**src/rtl/jtag_pkg.sv**
```systemverilog
// Shared types and constants for the JTAG TAP controller.
// Optional IDCODE support is enabled with the JTAG_IDCODE_EN macro.
package jtag_pkg;

    localparam int unsigned IR_W     = 2;
    localparam int unsigned IDCODE_W = 32;

    typedef enum logic [3:0] {
        EX2_DR = 4'h0,
        EX1_DR = 4'h1,
        SH_DR  = 4'h2,
        PA_DR  = 4'h3,
        SEL_IR = 4'h4,
        UPD_DR = 4'h5,
        CAP_DR = 4'h6,
        SEL_DR = 4'h7,
        EX2_IR = 4'h8,
        EX1_IR = 4'h9,
        SH_IR  = 4'hA,
        PA_IR  = 4'hB,
        RTI    = 4'hC,
        UPD_IR = 4'hD,
        CAP_IR = 4'hE,
        TLR    = 4'hF
    } tap_state_t;

    // Per-chain data-register strobe bundle
    typedef struct packed {
        logic clockdr;
        logic shiftdr;
        logic updatedr;
    } dr_strobe_t;

    localparam logic [IR_W-1:0] INST_EXTEST  = 2'b00;
    localparam logic [IR_W-1:0] INST_IDCODE  = 2'b01;
    localparam logic [IR_W-1:0] INST_INTSCAN = 2'b10;
    localparam logic [IR_W-1:0] INST_BYPASS  = 2'b11;

    localparam logic [IR_W-1:0] IR_CAPTURE = 2'b01;

`ifdef JTAG_IDCODE_EN
    localparam logic [IR_W-1:0] INST_RESET = INST_IDCODE;
`else
    localparam logic [IR_W-1:0] INST_RESET = INST_BYPASS;
`endif

    localparam logic [IDCODE_W-1:0] JTAG_IDCODE = 32'h1923_403F;

    function automatic dr_strobe_t dr_decode(input tap_state_t st);
        dr_strobe_t s;
        s.clockdr  = (st == CAP_DR) || (st == SH_DR);
        s.shiftdr  = (st == SH_DR);
        s.updatedr = (st == UPD_DR);
        return s;
    endfunction

endpackage

```
**src/rtl/jtag_tap_fsm.sv**
```systemverilog
// 16-state TAP state machine: state register and TMS-driven next-state logic.
module jtag_tap_fsm
    import jtag_pkg::*;
(
    input  logic       clk_i,
    input  logic       rst_i,
    input  logic       tms_i,
    output tap_state_t state_o
);

    tap_state_t state_q;
    tap_state_t state_d;

    always_ff @(posedge clk_i) begin
        if (rst_i) begin
            state_q <= TLR;
        end else begin
            state_q <= state_d;
        end
    end

    always_comb begin
        state_d = state_q;
        case (state_q)
            TLR:     state_d = tms_i ? TLR    : RTI;
            RTI:     state_d = tms_i ? SEL_DR : RTI;
            SEL_DR:  state_d = tms_i ? SEL_IR : CAP_DR;
            CAP_DR:  state_d = tms_i ? EX1_DR : SH_DR;
            SH_DR:   state_d = tms_i ? EX1_DR : SH_DR;
            EX1_DR:  state_d = tms_i ? UPD_DR : PA_DR;
            PA_DR:   state_d = tms_i ? EX2_DR : PA_DR;
            EX2_DR:  state_d = tms_i ? UPD_DR : SH_DR;
            UPD_DR:  state_d = tms_i ? SEL_DR : RTI;
            SEL_IR:  state_d = tms_i ? TLR    : CAP_IR;
            CAP_IR:  state_d = tms_i ? EX1_IR : SH_IR;
            SH_IR:   state_d = tms_i ? EX1_IR : SH_IR;
            EX1_IR:  state_d = tms_i ? UPD_IR : PA_IR;
            PA_IR:   state_d = tms_i ? EX2_IR : PA_IR;
            EX2_IR:  state_d = tms_i ? UPD_IR : SH_IR;
            UPD_IR:  state_d = tms_i ? SEL_DR : RTI;
            default: state_d = TLR;
        endcase
    end

    assign state_o = state_q;

endmodule

```
**src/rtl/jtag_tap_ctrl.sv**
```systemverilog
// JTAG TAP controller for the BSR/ISR-wrapped core: IR, BYPASS, strobes, TDO mux.
// Define JTAG_IDCODE_EN to add the 32-bit IDCODE register (instruction 2'b01).
module jtag_tap_ctrl
    import jtag_pkg::*;
(
    input  logic            TCLK,
    input  logic            TRST,
    input  logic            TMS,
    input  logic            TDI,
    input  logic            TDO_BSR,
    input  logic            TDO_ISR,
    output logic            TDO,
    output logic            TDO_EN,
    output logic [IR_W-1:0] inst,
    output logic            clockdr_bs,
    output logic            shiftdr_bs,
    output logic            updatedr_bs,
    output logic            clockdr_is,
    output logic            shiftdr_is,
    output logic            updatedr_is
);

    tap_state_t      state;
    logic [IR_W-1:0] ir_q, ir_d;
    logic [IR_W-1:0] inst_q, inst_d;
    logic            bypass_q, bypass_d;
    dr_strobe_t      dr_s;
    logic            sel_bsr, sel_isr;

    jtag_tap_fsm u_fsm (
        .clk_i   (TCLK),
        .rst_i   (TRST),
        .tms_i   (TMS),
        .state_o (state)
    );

    // Instruction path: capture/shift register, then the updated instruction
    always_comb begin
        ir_d   = ir_q;
        inst_d = inst_q;
        case (state)
            CAP_IR:  ir_d = IR_CAPTURE;
            SH_IR:   ir_d = {TDI, ir_q[IR_W-1:1]};
            default: ir_d = ir_q;
        endcase
        if (state == UPD_IR) begin
            inst_d = ir_q;
        end else if (state == TLR) begin
            inst_d = INST_RESET;
        end
    end

    always_comb begin
        bypass_d = bypass_q;
        if (state == CAP_DR) begin
            bypass_d = 1'b0;
        end else if (state == SH_DR) begin
            bypass_d = TDI;
        end
    end

    always_ff @(posedge TCLK) begin
        if (TRST) begin
            ir_q     <= IR_CAPTURE;
            inst_q   <= INST_RESET;
            bypass_q <= 1'b0;
        end else begin
            ir_q     <= ir_d;
            inst_q   <= inst_d;
            bypass_q <= bypass_d;
        end
    end

`ifdef JTAG_IDCODE_EN
    logic [IDCODE_W-1:0] idcode_q, idcode_d;

    always_comb begin
        idcode_d = idcode_q;
        if (state == CAP_DR) begin
            idcode_d = JTAG_IDCODE;
        end else if (state == SH_DR) begin
            idcode_d = {TDI, idcode_q[IDCODE_W-1:1]};
        end
    end

    always_ff @(posedge TCLK) begin
        if (TRST) begin
            idcode_q <= JTAG_IDCODE;
        end else begin
            idcode_q <= idcode_d;
        end
    end
`endif

    assign sel_bsr = (inst_q == INST_EXTEST);
    assign sel_isr = (inst_q == INST_INTSCAN);

    // Moore strobe decode, gated to the chain chosen by the instruction
    always_comb begin
        dr_s        = dr_decode(state);
        clockdr_bs  = sel_bsr & dr_s.clockdr;
        shiftdr_bs  = sel_bsr & dr_s.shiftdr;
        updatedr_bs = sel_bsr & dr_s.updatedr;
        clockdr_is  = sel_isr & dr_s.clockdr;
        shiftdr_is  = sel_isr & dr_s.shiftdr;
        updatedr_is = sel_isr & dr_s.updatedr;
    end

    // Serial return path; TMS only reaches TDO through the state register
    always_comb begin
        TDO    = 1'b0;
        TDO_EN = 1'b0;
        case (state)
            SH_IR: begin
                TDO_EN = 1'b1;
                TDO    = ir_q[0];
            end
            SH_DR: begin
                TDO_EN = 1'b1;
                case (inst_q)
                    INST_EXTEST:  TDO = TDO_BSR;
                    INST_INTSCAN: TDO = TDO_ISR;
`ifdef JTAG_IDCODE_EN
                    INST_IDCODE:  TDO = idcode_q[0];
`endif
                    default:      TDO = bypass_q;
                endcase
            end
            default: begin
                TDO    = 1'b0;
                TDO_EN = 1'b0;
            end
        endcase
    end

    assign inst = inst_q;

endmodule

```
**config.mk**
```make
export PLATFORM = sky130hd
export DESIGN_NAME = jtag_tap_ctrl
export DESIGN_NICKNAME = d
export VERILOG_FILES = /design/src/rtl/jtag_pkg.sv /design/src/rtl/jtag_tap_fsm.sv /design/src/rtl/jtag_tap_ctrl.sv
export SDC_FILE = /design/constraint.sdc
export NUM_CORES = 1
export LEC_CHECK = 0
export BUFFER_PORTS_ARGS = -buffer_cell sky130_fd_sc_hd__clkbuf_2
export CAP_MARGIN = 20
export CORE_AREA = 2 2 39 41
export DETAILED_ROUTE_END_ITERATION = 7
export DIE_AREA = 0 0 41 43
export PLACE_DENSITY = 0.67
export SYNTH_ARGS = -nofsm -noshare
export SYNTH_HDL_FRONTEND = slang
export SYNTH_SLANG_ARGS = --single-unit
```
**constraint.sdc**
```tcl
create_clock -name TCLK -period 1.7 [get_ports TCLK]
set_input_delay 0.425 -clock TCLK [delete_from_list [all_inputs] [get_ports TCLK]]
set_output_delay 0.425 -clock TCLK [all_outputs]
set_load 0.02 [all_outputs]
```
==> run_results.csv, run 1 <==
group,metric,value,unit
status,run_status,"finished, violations left",
status,violations,"setup timing",
timing,hold_viol_final,0,
detailed_routing,ant_nets,0,
place,dp_hpwl,879,um
global_route,grt_use_total,17.1,%
timing,max_slew.worst_pin.slew,0.324,ns
layout,areaGrowthSynthToFinish,49.6,%
die,core_area,1380,sq um
worst_setup_path,path_max_fanout,4,
timing,post-route-period-util,111,%
worst_setup_path,reg2reg_depth,7,
die,die_height,43,um
timing,skew,0.00178,ns
worst_hold_path,holdPathStages,2,
worst_setup_path,worstSetupStartpointType,"flip-flop",
synth,synth_fp_nets,72,
layout,finalNonFillerCells,107,
timing,clock.fmax,528,MHz
clocking,cts_tree,"built",
power,pwr-share-clk,27.3,%
clocking,path_clk_slew,0.06,ns
clocking,cts_root_buf,"clkbuf_4",
detailed_routing,num_vias,583,
global_route,grt_pass1_vias,517,
place,dpl.cell_count,98,
die,die_w,41,um
power,ir_worst_vdd,0.372,mV
power,power.density,741,nW/um^2
timing,tns,-0.692,ns
layout,fill_cells,115,
global_route,grt_pass1_wl,2050,um
power,p_comb_share,34.2,%
synth,synth_top_area_share,31.7,%
layout,drive_above_1_share,49.5,%
detailed_routing,drt-vias-per-instance,5.45,
global_route,antenna_found_initial,0,
layout,nets,98,
timing,grt_setup_unrepaired,"true",
worst_setup_path,cp.arrival,1.47,ns
die,start_util,41.0,%
synth,synth.most_common_cell,"dfxtp_1",
synth,synth_seq_cells,9,
detailed_routing,wl_per_cell,13.4,um
timing,hold_slack,0.439,ns
detailed_routing,drt_iter0_markers,9,
synth,synth_seq_area_share,31.7,%
synth,yosysUniqueCellTypes,30,
worst_setup_path,cp-end-kind,"output pin",
layout,diodes,0,
power,netSwitchingFraction,32.2,%
global_route,grt_max_degree,14,
power,sequentialPowerShare,38.5,%
worst_setup_path,required,1.27,ns
job,maxCapViolations,0,
synth,synth_edf_count,0,
synth,synth.largest_area_cell,"dfxtp_1",
synth,async_flop_share,0,%
timing,slew_headroom,78.2,%
power,p_sw,202,uW
synth,netlist_instances,66,
timing,period_needed,1.89,ns
clocking,cts.sinks,9,
synth,synth_commonest_cells,"dfxtp_1, a21oi_1, nor2_1, nor3_1",
clocking,h-tree-depth,1,
synth,yosysWarnings,0,
detailed_routing,drc_errors,0,
die,io_pins,16,
timing,setup_viol,7,
synth,synthesis.area,568,sq um
clocking,cts_hold_buffers,0,
detailed_routing,drt_first_pass_iters,4,
place,dp_slack,0.0860,ns
die,die_area,1760,sq um
synth,synth_area_leaders,"dfxtp_1, nand2b_4, or3b_1, a21oi_1, buf_6",
place,io_buffers,15,
timing,drv_slew,0,
place,place.gp.congestion,0.730,
clocking,cts_buffers,3,
global_route,grt_overflow,0,
synth,ys.flop_type,"dfxtp_1",
detailed_routing,drt_wl_total,1430,um
power,intPower,427,uW
timing,fin_ws,-0.195,ns
layout,fin_util,61.4,%
synth,syn_area_per_cell,8.61,sq um
worst_hold_path,hp-class,"primary input to flip-flop",
die,rows,14,
clocking,clock_path_buffers,2,
power,p_leak,0.000419,uW
clocking,insertion_delay,0.27,ns
worst_setup_path,path_class,"flip-flop to output pin",
## per-layer routing
metal | vias to the layer above | global-route usage [%] | wire length [um]
met5 | - | 0 | 0
li1 | 290 | - | -
met1 | 268 | 19.3 | 617
met3 | 3 | 3.14 | 68
met2 | 22 | 27.8 | 717
met4 | 0 | 10.0 | 29
## power groups by stage
stage / clock network, uW / registers (uW) / logic, uW
2_1_floorplan: 0 / 248 / 124
3_3_place_gp: 0 / 246 / 160
3_5_place_dp: 0 / 247 / 163
4_1_cts: 176 / 242 / 190
5_1_grt: 186 / 244 / 236
6_report: 172 / 242 / 215
## per-stage QoR
stage | power [uW] | cell area (sq um)
finish | 629 | 850
detailed placement | 410 | 691
global placement | 406 | 691
floorplan | 371 | 589
CTS | 608 | 783
global route | 666 | 850
## critical path, cell delays in order, from the launching register on
cell	delay (ns)
dfxtp_2	0.33
buf_4	0.10
buf_6	0.10
nand2b_4	0.06
buf_6	0.13
nor4_1	0.25
buf_2	0.23
## logic make-up (layout without fill, tap and decap cells)
kind of cell           count (synthesis)  after routing  share of synthesized area [%]
buffers and inverters                  7             32                           8.81
multiplexers                           2              2                           3.74
AO/OA/AOI/OAI                         16             16                           18.5
flip-flops                             9              9                           31.7
AND/OR/NAND/NOR                       32             32                           37.2
## registers in the layout (all words and copies together) (netlist names)
register / flops
bypass_q: 1
inst: 2
ir_q: 2
u_fsm.state_o: 4
## path summary, 6_finish.rpt
path	startpoint	endpoint	slack (ns)
min	TRST	bypass_q	0.44
max	u_fsm.state_o[1]	clockdr_bs	-0.19
min reg2reg	bypass_q	bypass_q	0.49
max reg2reg	u_fsm.state_o[1]	u_fsm.state_o[1]	0.12
## what timing repair did
action / in CTS / in global routing
pin swaps: 2 / 1
setup endpoints to repair: 6 / 7
setup buffers: 2 / 3
gates resized for setup: 18 / 15
hold endpoints to repair: 0 / 0
## cell usage in the layout (no fill, tap or decap), types with 2 or more instances in the layout
| cell type | instances |
|---|---|
| a211o_1 | 2 |
| a21oi_1 | 5 |
| a31oi_1 | 2 |
| buf_4 | 10 |
| buf_6 | 7 |
| clkbuf_2 | 8 |
| clkbuf_4 | 3 |
| dfxtp_1 | 5 |
| dfxtp_2 | 4 |
| nand2_1 | 3 |
| nand2b_1 | 3 |
| nand2b_4 | 2 |
| nand3_1 | 2 |
| nor2_1 | 2 |
| nor2b_1 | 2 |
| nor3_1 | 3 |
| nor3_4 | 2 |
| nor3b_1 | 2 |
| o21ai_0 | 2 |
| o21bai_1 | 3 |
| or3b_1 | 2 |
## cell type report
cell class | count | area [sq um] | area share [%]
clock buffers | 4 | 26.3 | 3.09
inverters | 1 | 3.75 | 0.442
multi-input cells | 50 | 402 | 47.3
flip-flops and latches | 9 | 185 | 21.8
well taps | 16 | 20.0 | 2.36
repair buffers | 27 | 213 | 25.0
(Power assumes the default switching activity.)
==> run 2: changes to the inputs <==
CAP_MARGIN = not set   (was 20)
SETUP_SLACK_MARGIN = 0.2   (was not set)
==> run 2 against run 1 <==
Routed wire length grew 0.70%. Register-to-register slack gained 0.13 ns. Largest cell class unchanged. The run still ends with setup timing left. Die area is the same. Cell count grew 4.7%. Sequential power is essentially flat. Total power grew 1.8%. First-iteration DRC count shrank 44%. Highest routed layer unchanged. Fmax grew 3.5%. Critical endpoint is now updatedr_bs. Sequential cell count is the same.
==> run_results.csv, run 2 (same netlist as run 1, synthesis figures left out) <==
group,metric,value,unit
worst_setup_path,worstSetupStartpointType,"flip-flop",
detailed_routing,num_vias,606,
worst_setup_path,worst_path_largest_cell_delay,0.42,ns
clocking,h-tree-depth,1,
clocking,insertion_delay,0.26,ns
layout,final_common_cell,"buf_4",
global_route,grt_overflow,0,
detailed_routing,drt-vias-per-instance,5.41,
job,maxCapViolations,0,
die,rows,14,
detailed_routing,wl_per_cell,12.9,um
die,io_pins,16,
worst_setup_path,path_class,"flip-flop to output pin",
global_route,grt_pass1_wl,2290,um
timing,post-route-period-util,108,%
worst_hold_path,hp-class,"primary input to flip-flop",
timing,fin_ws,-0.130,ns
timing,hold_slack,0.441,ns
die,die_height,43,um
worst_setup_path,cp.arrival,1.41,ns
die,start_util,41.0,%
timing,tns,-0.305,ns
die,die_w,41,um
status,run_status,"finished, violations left",
timing,setup_viol,5,
power,power.density,688,nW/um^2
layout,areaGrowthSynthToFinish,63.9,%
detailed_routing,drc_errors,0,
timing,period_needed,1.83,ns
global_route,grt_pass1_vias,537,
clocking,cts_hold_buffers,0,
layout,multi_input_area,428,sq um
place,dp_hpwl,900,um
layout,nets,103,
detailed_routing,highest_layer,"met4",
clocking,clock_path_buffers,2,
place,placed_area,763,sq um
layout,diodes,0,
detailed_routing,drt_wl_total,1440,um
detailed_routing,ant_nets,0,
layout,fin_area,931,sq um
timing,drv_slew,0,
detailed_routing,wl_met3,82,um
status,violations,"setup timing",
clocking,cts_tree,"built",
clocking,path_clk_slew,0.07,ns
power,p_leak,0.000446,uW
layout,fin_util,67.3,%
timing,max_slew.worst_pin.slew,0.199,ns
power,ir_worst_vdd,0.434,mV
timing,hold_viol_final,0,
layout,fill_cells,120,
global_route,grt_max_degree,12,
detailed_routing,drt_iter0_markers,5,
place,place.gp.congestion,0.767,
global_route,grt_use_total,19.8,%
layout,regArea,190,sq um
timing,clock.fmax,546,MHz
die,die_area,1760,sq um
global_route,antenna_found_initial,0,
worst_setup_path,crit_path_top_delay_cell,"or3b_4",
worst_setup_path,required,1.27,ns
worst_setup_path,cp-end-kind,"output pin",
clocking,cts.sinks,9,
timing,grt_setup_unrepaired,"true",
place,io_buffers,15,
worst_setup_path,path_max_fanout,2,
die,core_area,1380,sq um
clocking,cts_buffers,3,
detailed_routing,met2_length,711,um
detailed_routing,met1_length,615,um
worst_setup_path,cp_cell_sequence,"nand2b_4 -> or3b_4 -> nor3_2 -> buf_4",
layout,drive_above_1_share,55.2,%
timing,slew_headroom,86.6,%
timing,skew,0.00861,ns
detailed_routing,drt_first_pass_iters,4,
layout,largest_reg_flops,4,
layout,layout_common_cells,"buf_4, clkbuf_2, a21oi_1, dfxtp_1, buf_6",
clocking,cts_root_buf,"clkbuf_4",
-- run 2: cell types whose count changed in the layout (fill, tap and decap cells not counted), moves of 2 or more --
cell,previous run,this run
nor3_2,0,2
buf_6,7,5
nor3_4,2,0
dfxtp_4,0,2
buf_8,0,2
dfxtp_2,4,2
buf_4,10,17
-- run 2: where the power goes --
part	leakage (uW)	switching (uW)	internal [uW]	total, uW
Clock	0.0000150	76.7	90.5	167
Sequential	0.0000731	13.8	228	242
Combinational	0.000358	114	118	231
Total	0.000446	204	436	640
-- run 2: area by class of cell --
cell class                      instances  share of cell area [%]
Tap cell                               16                    2.15
Multi-Input combinational cell         50                    46.0
Clock buffer                            4                    2.82
Sequential cell                         9                    20.4
Timing Repair Buffer                   32                    28.2
Inverter                                1                   0.403
-- run 2: routing by layer --
layer  track usage [%]  vias up
met3              3.66        4
li1                  -      301
met1              22.0      277
met4              14.0        0
met2              31.6       24
met5                 0        -
-- run 2: per-stage QoR --
stage / power [uW] / worst slack, ns / cells
2_1_floorplan: 390 / 0.0405 / 66
3_3_place_gp: 427 / 0.0671 / 99
3_5_place_dp: 429 / 0.0593 / 99
4_1_cts: 634 / -0.150 / 110
5_1_grt: 683 / -0.191 / 112
6_report: 640 / -0.130 / 112
-- run 2: what timing repair did --
item	CTS	global route
gates resized for setup	18	11
gates cloned	0	0
pin swaps	2	2
buffers inserted	7	2
endpoints found under the setup margin	8	9
-- run 2: worst max-delay path, delay by kind of cell, from the launching register on --
| kind | cells | cell delay [ns] |
|---|---|---|
| buf+inv | 1 | 0.16 |
| flops | 1 | 0.32 |
| simple gates | 3 | 0.66 |
-- run 2: path summary, 6_finish.rpt --
| kind | start | end | slack [ns] | cells after the start |
|---|---|---|---|---|
| worst max-delay path | u_fsm.state_o[1] | updatedr_bs | -0.13 | 4 |
| worst min-delay path | TRST | bypass_q | 0.44 | 2 |
| worst max register to register | u_fsm.state_o[2] | u_fsm.state_o[1] | 0.25 | 5 |
| worst min register to register | bypass_q | bypass_q | 0.49 | 2 |
